==> src/rtl/pulse_window_counter_mc.sv <==
//------------------------------------------------------------------------------
// pulse_window_counter_mc
//
// Multi-channel pulse-width discriminating event counter.
//
// Each channel compares its signed sample stream against a shared threshold
// with hysteresis. The compare result is registered as "armed". A small FSM
// measures how many clocks armed stays high. A pulse whose width falls inside
// [PulseMin, PulseMax] is counted. An optional hold-off dead time follows
// every pulse end.
//
// A shared free-running period counter defines the counting period. At each
// period end, every channel does the following:
//   - latches its accepted-pulse count and sticky saturation flag;
//   - drives a HI/LO decision pair (count >= MinPulseCount);
//   - restarts counting.
//
// Ports
//   Clk, Reset     clock, synchronous active-high reset
//   DataIn         NCH signed samples, channel k at [k*DATA_W +: DATA_W]
//   Threshold      signed rising threshold (shared)
//   Hysteresis     unsigned, falling threshold = Threshold - Hysteresis
//   PulseMin/Max   inclusive accepted width window, in clocks
//   Holdoff        dead time after each pulse end, in clocks
//   PeriodLimit    period length is PeriodLimit+1 clocks
//   MinPulseCount  decision threshold on the accepted count
//   DataOutA       per channel: max positive level if decision=1, else 0
//   DataOutB       per channel: inverse level of DataOutA
//   CountOut       per channel accepted count of the last completed period
//   CountValid     one-clock strobe when CountOut/decisions update
//   Saturated      per channel: count saturated during the last period
//------------------------------------------------------------------------------
module pulse_window_counter_mc #(
   parameter int NCH    = 2,
   parameter int DATA_W = 16,
   parameter int CNT_W  = 16,
   parameter int PER_W  = 32
) (
   input  logic                  Clk,
   input  logic                  Reset,
   input  logic [NCH*DATA_W-1:0] DataIn,
   input  logic [DATA_W-1:0]     Threshold,
   input  logic [DATA_W-1:0]     Hysteresis,
   input  logic [CNT_W-1:0]      PulseMin,
   input  logic [CNT_W-1:0]      PulseMax,
   input  logic [CNT_W-1:0]      Holdoff,
   input  logic [PER_W-1:0]      PeriodLimit,
   input  logic [CNT_W-1:0]      MinPulseCount,
   output logic [NCH*DATA_W-1:0] DataOutA,
   output logic [NCH*DATA_W-1:0] DataOutB,
   output logic [NCH*CNT_W-1:0]  CountOut,
   output logic                  CountValid,
   output logic [NCH-1:0]        Saturated
);

   // Two guard bits keep Threshold - Hysteresis exact for any operand values.
   localparam int EXT_W = DATA_W + 2;

   localparam logic signed [DATA_W-1:0] HI_LVL  = {1'b0, {(DATA_W-1){1'b1}}};
   localparam logic signed [DATA_W-1:0] LO_LVL  = '0;
   localparam logic [CNT_W-1:0]         CNT_MAX = '1;
   localparam logic [CNT_W-1:0]         CNT_ONE = CNT_W'(1);
   localparam logic [CNT_W-1:0]         CNT_TWO = CNT_W'(2);

   typedef enum logic [1:0] {
      S_IDLE    = 2'd0,
      S_MEASURE = 2'd1,
      S_HOLDOFF = 2'd2
   } state_t;

   // Saturating increment used by both the width and the pulse counters.
   function automatic logic [CNT_W-1:0] sat_inc(input logic [CNT_W-1:0] v);
      return (v == CNT_MAX) ? v : v + 1'b1;
   endfunction

   // Inclusive window test. An inverted window (lo > hi) accepts nothing.
   function automatic logic in_window(input logic [CNT_W-1:0] len,
                                      input logic [CNT_W-1:0] lo,
                                      input logic [CNT_W-1:0] hi);
      return (len >= lo) && (len <= hi);
   endfunction

   // Output level for one decision bit.
   function automatic logic signed [DATA_W-1:0] level_of(input logic d);
      return d ? HI_LVL : LO_LVL;
   endfunction

   //---------------------------------------------------------------------------
   // Shared thresholds, extended so the falling threshold never wraps
   //---------------------------------------------------------------------------
   logic signed [EXT_W-1:0] rise_ext;
   logic signed [EXT_W-1:0] hyst_ext;
   logic signed [EXT_W-1:0] fall_ext;

   assign rise_ext = {{2{Threshold[DATA_W-1]}}, Threshold};
   assign hyst_ext = {2'b00, Hysteresis};
   assign fall_ext = rise_ext - hyst_ext;

   //---------------------------------------------------------------------------
   // Shared period counter
   //---------------------------------------------------------------------------
   logic [PER_W-1:0] per_cnt;
   logic             per_end_p0;

   // ">=" rather than "==" recovers immediately if PeriodLimit is lowered
   // below the running count.
   assign per_end_p0 = (per_cnt >= PeriodLimit);

   always_ff @(posedge Clk) begin
      if (Reset) begin
         per_cnt    <= '0;
         CountValid <= 1'b0;
      end else begin
         per_cnt    <= per_end_p0 ? '0 : per_cnt + 1'b1;
         CountValid <= per_end_p0;
      end
   end

   //---------------------------------------------------------------------------
   // Per-channel datapath
   //---------------------------------------------------------------------------
   for (genvar k = 0; k < NCH; k++) begin : g_ch

      logic signed [DATA_W-1:0] smp;
      logic signed [EXT_W-1:0]  smp_ext;
      logic                     armed_p0;

      state_t                   state;
      state_t                   state_nxt;
      logic [CNT_W-1:0]         len_q;
      logic [CNT_W-1:0]         hold_q;
      logic                     pulse_end;
      logic                     win_ok;
      logic                     accept_vld_p1;

      logic [CNT_W-1:0]         cnt_p2;
      logic [CNT_W-1:0]         cnt_nxt;
      logic                     sticky_p2;
      logic                     ovf;

      logic [CNT_W-1:0]         cnt_out_q;
      logic                     dec_q;
      logic                     sat_q;

      assign smp     = DataIn[k*DATA_W +: DATA_W];
      assign smp_ext = {{2{smp[DATA_W-1]}}, smp};

      // ---- stage p0: hysteresis comparator -------------------------------
      // Samples between the two thresholds leave the armed state unchanged.
      always_ff @(posedge Clk) begin
         if (Reset) begin
            armed_p0 <= 1'b0;
         end else if (smp_ext > rise_ext) begin
            armed_p0 <= 1'b1;
         end else if (smp_ext < fall_ext) begin
            armed_p0 <= 1'b0;
         end
      end

      // ---- stage p1: width-measurement FSM -------------------------------
      always_ff @(posedge Clk) begin
         if (Reset) begin
            state         <= S_IDLE;
            accept_vld_p1 <= 1'b0;
         end else begin
            state         <= state_nxt;
            accept_vld_p1 <= pulse_end && win_ok;
         end
      end

      // The IDLE clock that sees armed high is already the first clock of the
      // pulse, so the width restarts at 1. In HOLDOFF, the armed input is
      // ignored entirely.
      always_ff @(posedge Clk) begin
         if (state == S_IDLE) begin
            len_q <= CNT_ONE;
         end else if (state == S_MEASURE && armed_p0) begin
            len_q <= sat_inc(len_q);
         end

         if (state == S_MEASURE) begin
            hold_q <= Holdoff;
         end else if (state == S_HOLDOFF) begin
            hold_q <= hold_q - 1'b1;
         end
      end

      always_comb begin
         state_nxt = state;
         case (state)
            S_IDLE: begin
               if (armed_p0) begin
                  state_nxt = S_MEASURE;
               end
            end
            S_MEASURE: begin
               if (!armed_p0) begin
                  state_nxt = (Holdoff == '0) ? S_IDLE : S_HOLDOFF;
               end
            end
            S_HOLDOFF: begin
               // Leave once the count would drop to 1. The pulse-end clock
               // already used one clock of the dead time.
               if (hold_q <= CNT_TWO) begin
                  state_nxt = S_IDLE;
               end
            end
            default: state_nxt = S_IDLE;
         endcase
      end

      always_comb begin
         pulse_end = (state == S_MEASURE) && !armed_p0;
         win_ok    = in_window(len_q, PulseMin, PulseMax);
      end

      // ---- stage p2: pulse counter and period-end latch ------------------
      // An accept that coincides with the period-end clock is folded into the
      // latched count. The counter restarts from zero on that clock.
      assign cnt_nxt = accept_vld_p1 ? sat_inc(cnt_p2) : cnt_p2;
      assign ovf     = accept_vld_p1 && (cnt_p2 == CNT_MAX);

      always_ff @(posedge Clk) begin
         if (Reset) begin
            cnt_p2    <= '0;
            sticky_p2 <= 1'b0;
            cnt_out_q <= '0;
            dec_q     <= 1'b0;
            sat_q     <= 1'b0;
         end else if (per_end_p0) begin
            cnt_out_q <= cnt_nxt;
            dec_q     <= (cnt_nxt >= MinPulseCount);
            sat_q     <= sticky_p2 | ovf;
            cnt_p2    <= '0;
            sticky_p2 <= 1'b0;
         end else begin
            cnt_p2    <= cnt_nxt;
            sticky_p2 <= sticky_p2 | ovf;
         end
      end

      // ---- outputs ----------------------------------------------------------
      assign DataOutA[k*DATA_W +: DATA_W] = level_of(dec_q);
      assign DataOutB[k*DATA_W +: DATA_W] = level_of(!dec_q);
      assign CountOut[k*CNT_W +: CNT_W]   = cnt_out_q;
      assign Saturated[k]                 = sat_q;

   end : g_ch

endmodule

==> config.mk <==
export PLATFORM = sky130hd
export DESIGN_NAME = pulse_window_counter_mc
export DESIGN_NICKNAME = d
export VERILOG_FILES = /design/src/rtl/pulse_window_counter_mc.sv
export SDC_FILE = /design/constraint.sdc
export NUM_CORES = 1
export LEC_CHECK = 0
export BUFFER_PORTS_ARGS = -buffer_cell sky130_fd_sc_hd__buf_2
export CAP_MARGIN = 40
export CORE_MARGIN = 3
export CORE_UTILIZATION = 40
export DETAILED_ROUTE_END_ITERATION = 12
export PLACE_DENSITY = 0.59
export SYNTH_ARGS = -nofsm -noshare
export SYNTH_HDL_FRONTEND = slang
export SYNTH_SLANG_ARGS = --single-unit
==> constraint.sdc <==
create_clock -name Clk -period 6.4 [get_ports Clk]
set_clock_uncertainty 0.15 [all_clocks]
set_input_delay 0.32 -clock Clk [delete_from_list [all_inputs] [get_ports Clk]]
set_output_delay 0.32 -clock Clk [all_outputs]
set_load 0.02 [all_outputs]
Word-level counts from Yosys, hierarchy flattened. Cells that the tools add are included.

Bits in registers: 175. Bits in latches: 0. Bits in writable memories: 0. ROM bits: 0. Bits of input ports: 162. Output and inout port bits: 99. Memories: 0.

Add/sub/neg operators: 8. $mul: 0. Divide/modulo/power cells: 0. Magnitude comparators: 13. Equality and inequality tests: 14. Shift-type cells: 0. Muxes and demuxes: 25. Bitwise operators: 4. Reduce and logical (&&, ||, !) cells: 24.

Operators by type and width (count): $mux W16 (8); $add A16 B1 Y16 const B (4); $eq A16 B16 Y1 const B (4); $ge A16 B16 Y1 (4); $mux W15 (4); $lt A16 B18 Y1 (2); $add A32 B1 Y32 const B (1); $ge A32 B32 Y1 (1); $gt A16 B16 Y1 (2); $le A16 B16 Y1 (2); $le A16 B2 Y1 const B (2); $sub A16 B1 Y16 const B (2); $sub A16 B17 Y18 (1); $logic_not A16 Y1 (1); $mux W2 (7); $pmux W2 S3 (2); $logic_and A1 B1 Y1 (10); $ne A2 B2 Y1 const B (4); $reduce_bool A2 Y1 (4); $reduce_and A3 Y1 (2); $eq A2 B1 Y1 const B (2); $eq A2 B2 Y1 const B (2); $logic_not A2 Y1 (2); $mux W1 (4); other kinds (6) (11).

Longest topological paths before layout.
Depth after elaboration: 4. Mapped depth: 18.

Worst setup path after synthesis. Ideal clock, no wire load.

Path type: input-to-reg. Start: in Threshold[0]. End: reg g_ch[0].armed_p0. Arrival: 3444 ps. Data required time: 6124 ps. Setup slack: 2680 ps. Cell stages on the path: 18. Cell sequence: inv_1 ha_1 fa_1 nand2b_1 a21oi_1 nor2b_1 o21ai_0 a21o_1 a21oi_1 xor2_1 ha_1 nand3_1 a2111oi_0 a211oi_2 o21ai_1 maj3_2 a2111oi_2 o31ai_1.

Cells in the longest elaborated chain, start to end: 3. Elaborated cells between the ends (all ways): 5. Classes of those cells: 1 x add/sub; 2 x order compare; 1 x mux; 1 x reduce/logical.

Ends and longest elaborated chain: start: declaration (RTL line 42) `input logic [DATA_W-1:0] Threshold,`; $sub A16 B17 Y18 (RTL line 97) `assign fall_ext = rise_ext - hyst_ext;`; $lt A16 B18 Y1 (RTL line 155) `end else if (smp_ext < fall_ext) begin`; $reduce_bool A2 Y1 (no line); end signal: assignment (RTL line 152) `armed_p0 <= 1'b0;`; end signal: assignment (RTL line 154) `armed_p0 <= 1'b1;`; end signal: assignment (RTL line 156) `armed_p0 <= 1'b0;`; end: declaration (RTL line 126) `logic armed_p0;`.

Several ways; a longest one is shown, not always the timed one. A chain may end at the register's enable or synchronous reset.

Worst setup path after layout. Ends and elaborated chain as after synthesis.

==> out/metrics.csv <==
stage,metric,value,unit
status,status,finished clean,
yosys,yosysTopAreaCell,dfxtp_1,
sta,timing.final.crit_share,59.69,%
clocking,ctsResizeCount,0,
die,coreArea,32870,um2
routing,wl,33820,um
clocking,cts_htree_levels,4,
clocking,cts_setup_buffers,0,
yosys,yosys_register_bits,175,
yosys,synth_top_flop_cell,dfxtp_1,
die,die_w,189.7,um
sta,timing.fmax,261.8,MHz
die,dieArea,35970,um2
final_layout,drive_gt1_share,17.35,%
yosys,synthDistinctLibCells,70,
sta,slew_viol_final,0,
place,dp_hpwl,27520,um
routing,drt_iter0_markers,451,
power,max-vdd-ir-drop,191.3,uV
setup_path,critPathCaptureType,register,
sta,rsz0062_at_grt,no,
place,port_buffers,256,
final_layout,nFillCells,3322,
clocking,cts_tree,done,
routing,final_antenna_net_count,0,
clocking,clock_latency,0.44,ns
setup_path,r2r-start,per_cnt[0],
job,cap_violations,0,
setup_path,cp.arrival,4.02,ns
yosys,synth_top_area_share,21.22,%
hold_path,min_from,Holdoff[12],
sta,maxSlewHeadroom,45.10,%
clocking,cts.sinks,175,
die,die_height,189.7,um
yosys,postSynthCellCount,1589,
final_layout,fin_util,46.65,%
die,start_util,41.05,%
yosys,synth_edf_count,32,
routing,via_per_inst,5.125,
setup_path,critPathKind,in2reg,
global_routing,overflow,0,
clocking,clk_path_buf_depth,2,
sta,finalCriticalPeriod,3.820,ns
routing,drcViolationCount,0,
die,fp-row-count,66,
yosys,yosys_warnings,0,
yosys,avgSynthCellArea,8.491,um2
setup_path,critPathLaunch,Threshold[0],
routing,drt-pass1-iter-count,5,
yosys,synth.most_common_cell,ha_1,
power,cellPowerDensity,221.7,nW/um2
final_layout,nets,2155,
global_routing,grt_max_degree,44,
yosys,synth_common_cells,"ha_1, nor2_1, inv_1",
setup_path,critPathLaunchType,primary input,
routing,avgRoutedWirePerCell,15.16,um
clocking,cts_made_buffers,17,
clocking,clkSlewWorstSetupHoldPaths,0.07,ns
sta,fin_hold_ws,0.05399,ns
hold_path,min_path_type,in2reg,
clocking,cts-root-buf,clkbuf_16,
final_layout,area_growth,13.65,%
yosys,synth_area,13490,um2
global_routing,grt_pass1_wl,54900,um
sta,setup_viol,0,
sta,worstMarginPinSlew,0.8205,ns
setup_path,crit_fanout,3,
yosys,synthArstFlopShare,0,%
clocking,ctsHoldBuffers,0,
die,io_pins,261,
global_routing,grt_pass1_vias,11122,
power,leakage,7.582,nW
yosys,ys_top_cells_by_area,"dfxtp_1, ha_1, edfxtp_1",
setup_path,crit_required,6.60,ns
yosys,ys_seq_area_share,28.34,%
place,routabilityCongestion,0.9057,
sta,finalSetupTns,0,ns
global_routing,antenna_found_initial,1,
routing,dr_total_vias,11433,
sta,final_hold_viol_count,0,
global_routing,grt_usage,18.68,%
==> flip-flops by register name, summed over array words and instances, names as in the netlist <==
name,flops
g_ch.accept_vld_p1,2
per_cnt,32
g_ch.armed_p0,2
g_ch.cnt_p2,32
g_ch.sat_q,2
g_ch.dec_q,2
g_ch.cnt_out_q,32
g_ch.len_q,32
g_ch.state,4
CountValid,1
g_ch.sticky_p2,2
g_ch.hold_q,32
==> critical path, cell delays in order <==
cell and delay (ns):
buf_2 0.10, inv_1 0.04, ha_1 0.22, fa_1 0.40
nand2b_1 0.18, a21oi_1 0.22, nor2b_1 0.10, o21ai_0 0.26
a21o_1 0.16, a21oi_1 0.07, xor2_1 0.17, ha_1 0.33
nand3_1 0.08, a2111oi_0 0.61, a211oi_2 0.11, o21ai_1 0.18
maj3_2 0.20, a2111oi_2 0.06, o31ai_1 0.21
==> logic make-up (layout without fill, tap and decap cells) <==
group	count (synthesis)	after routing	synth area share, %
AND/OR/NAND/NOR	492	492	17.52
other	1	6	0.02779
buffers and inverters	254	449	9.200
adder cells (fa/ha/maj)	220	220	20.45
XOR/XNOR	121	121	7.855
flip-flops	175	175	28.34
multiplexers	17	17	1.280
AO/OA/AOI/OAI	309	309	15.33
==> power by group <==
group,leakage (nW),internal (W),switching [W]
Sequential,1.46,0.00133,0.000123
Combinational,5.85,0.000377,0.000507
Clock,0.274,0.000583,0.000484
==> layer usage <==
| layer | GRT usage, % | part of all wire [%] | vias to the layer above |
|---|---|---|---|
| li1 | - | - | 5856 |
| met1 | 25.00 | 48 | 5278 |
| met4 | 5.544 | 1.8 | 0 |
| met5 | 0 | 0 | - |
| met3 | 3.298 | 4.9 | 34 |
| met2 | 30.89 | 45 | 265 |
==> worst paths after layout <==
path / endpoint / slack, ns / cells after the start
max: g_ch[0].armed_p0 / 2.58 / 19
min: g_ch[1].hold_q[12] / 0.05 / 3
max reg2reg: per_cnt[8] / 2.59 / 13
min reg2reg: per_cnt[0] / 0.31 / 1
==> cell type report <==
class / instances / area (um2) / area share (%)
diodes: 2 / 5.005 / 0.03264
clock buffers: 18 / 429.2 / 2.799
clock inverters: 14 / 155.1 / 1.012
inverters: 155 / 581.8 / 3.794
multi-input cells: 1163 / 8452 / 55.12
flip-flops and latches: 175 / 3824 / 24.94
well taps: 442 / 553.0 / 3.607
repair buffers: 262 / 1334 / 8.698
==> stage by stage <==
step | instance area (um2) | total power [W] | worst slack [ns] | std cells
6_report | 15330 | 0.003399 | 2.580 | 2231
5_1_grt | 15330 | 0.003632 | 2.289 | 2230
4_1_cts | 15330 | 0.003448 | 2.507 | 2229
3_5_place_dp | 14740 | 0.002358 | 2.138 | 2197
3_3_place_gp | 14730 | 0.002326 | 2.232 | 2196
2_1_floorplan | 13500 | 0.002093 | 2.680 | 1592
==> cell usage in the layout (no fill, tap or decap), types with 21 or more instances in the layout <==
master / Yosys / final
nor2_1: 170 / 170
and3_1: 21 / 21
inv_1: 155 / 155
xnor2_1: 57 / 57
a211oi_1: 29 / 29
nand4_1: 49 / 49
buf_2: 10 / 256
a21o_1: 61 / 61
edfxtp_1: 32 / 32
dfxtp_1: 143 / 143
nor3_1: 21 / 21
nand3_1: 45 / 45
xor2_1: 64 / 64
o21ai_0: 67 / 67
a21oi_1: 65 / 65
o21a_1: 23 / 23
nand2_1: 95 / 95
ha_1: 218 / 218
Power figures use the tool's default switching activity.
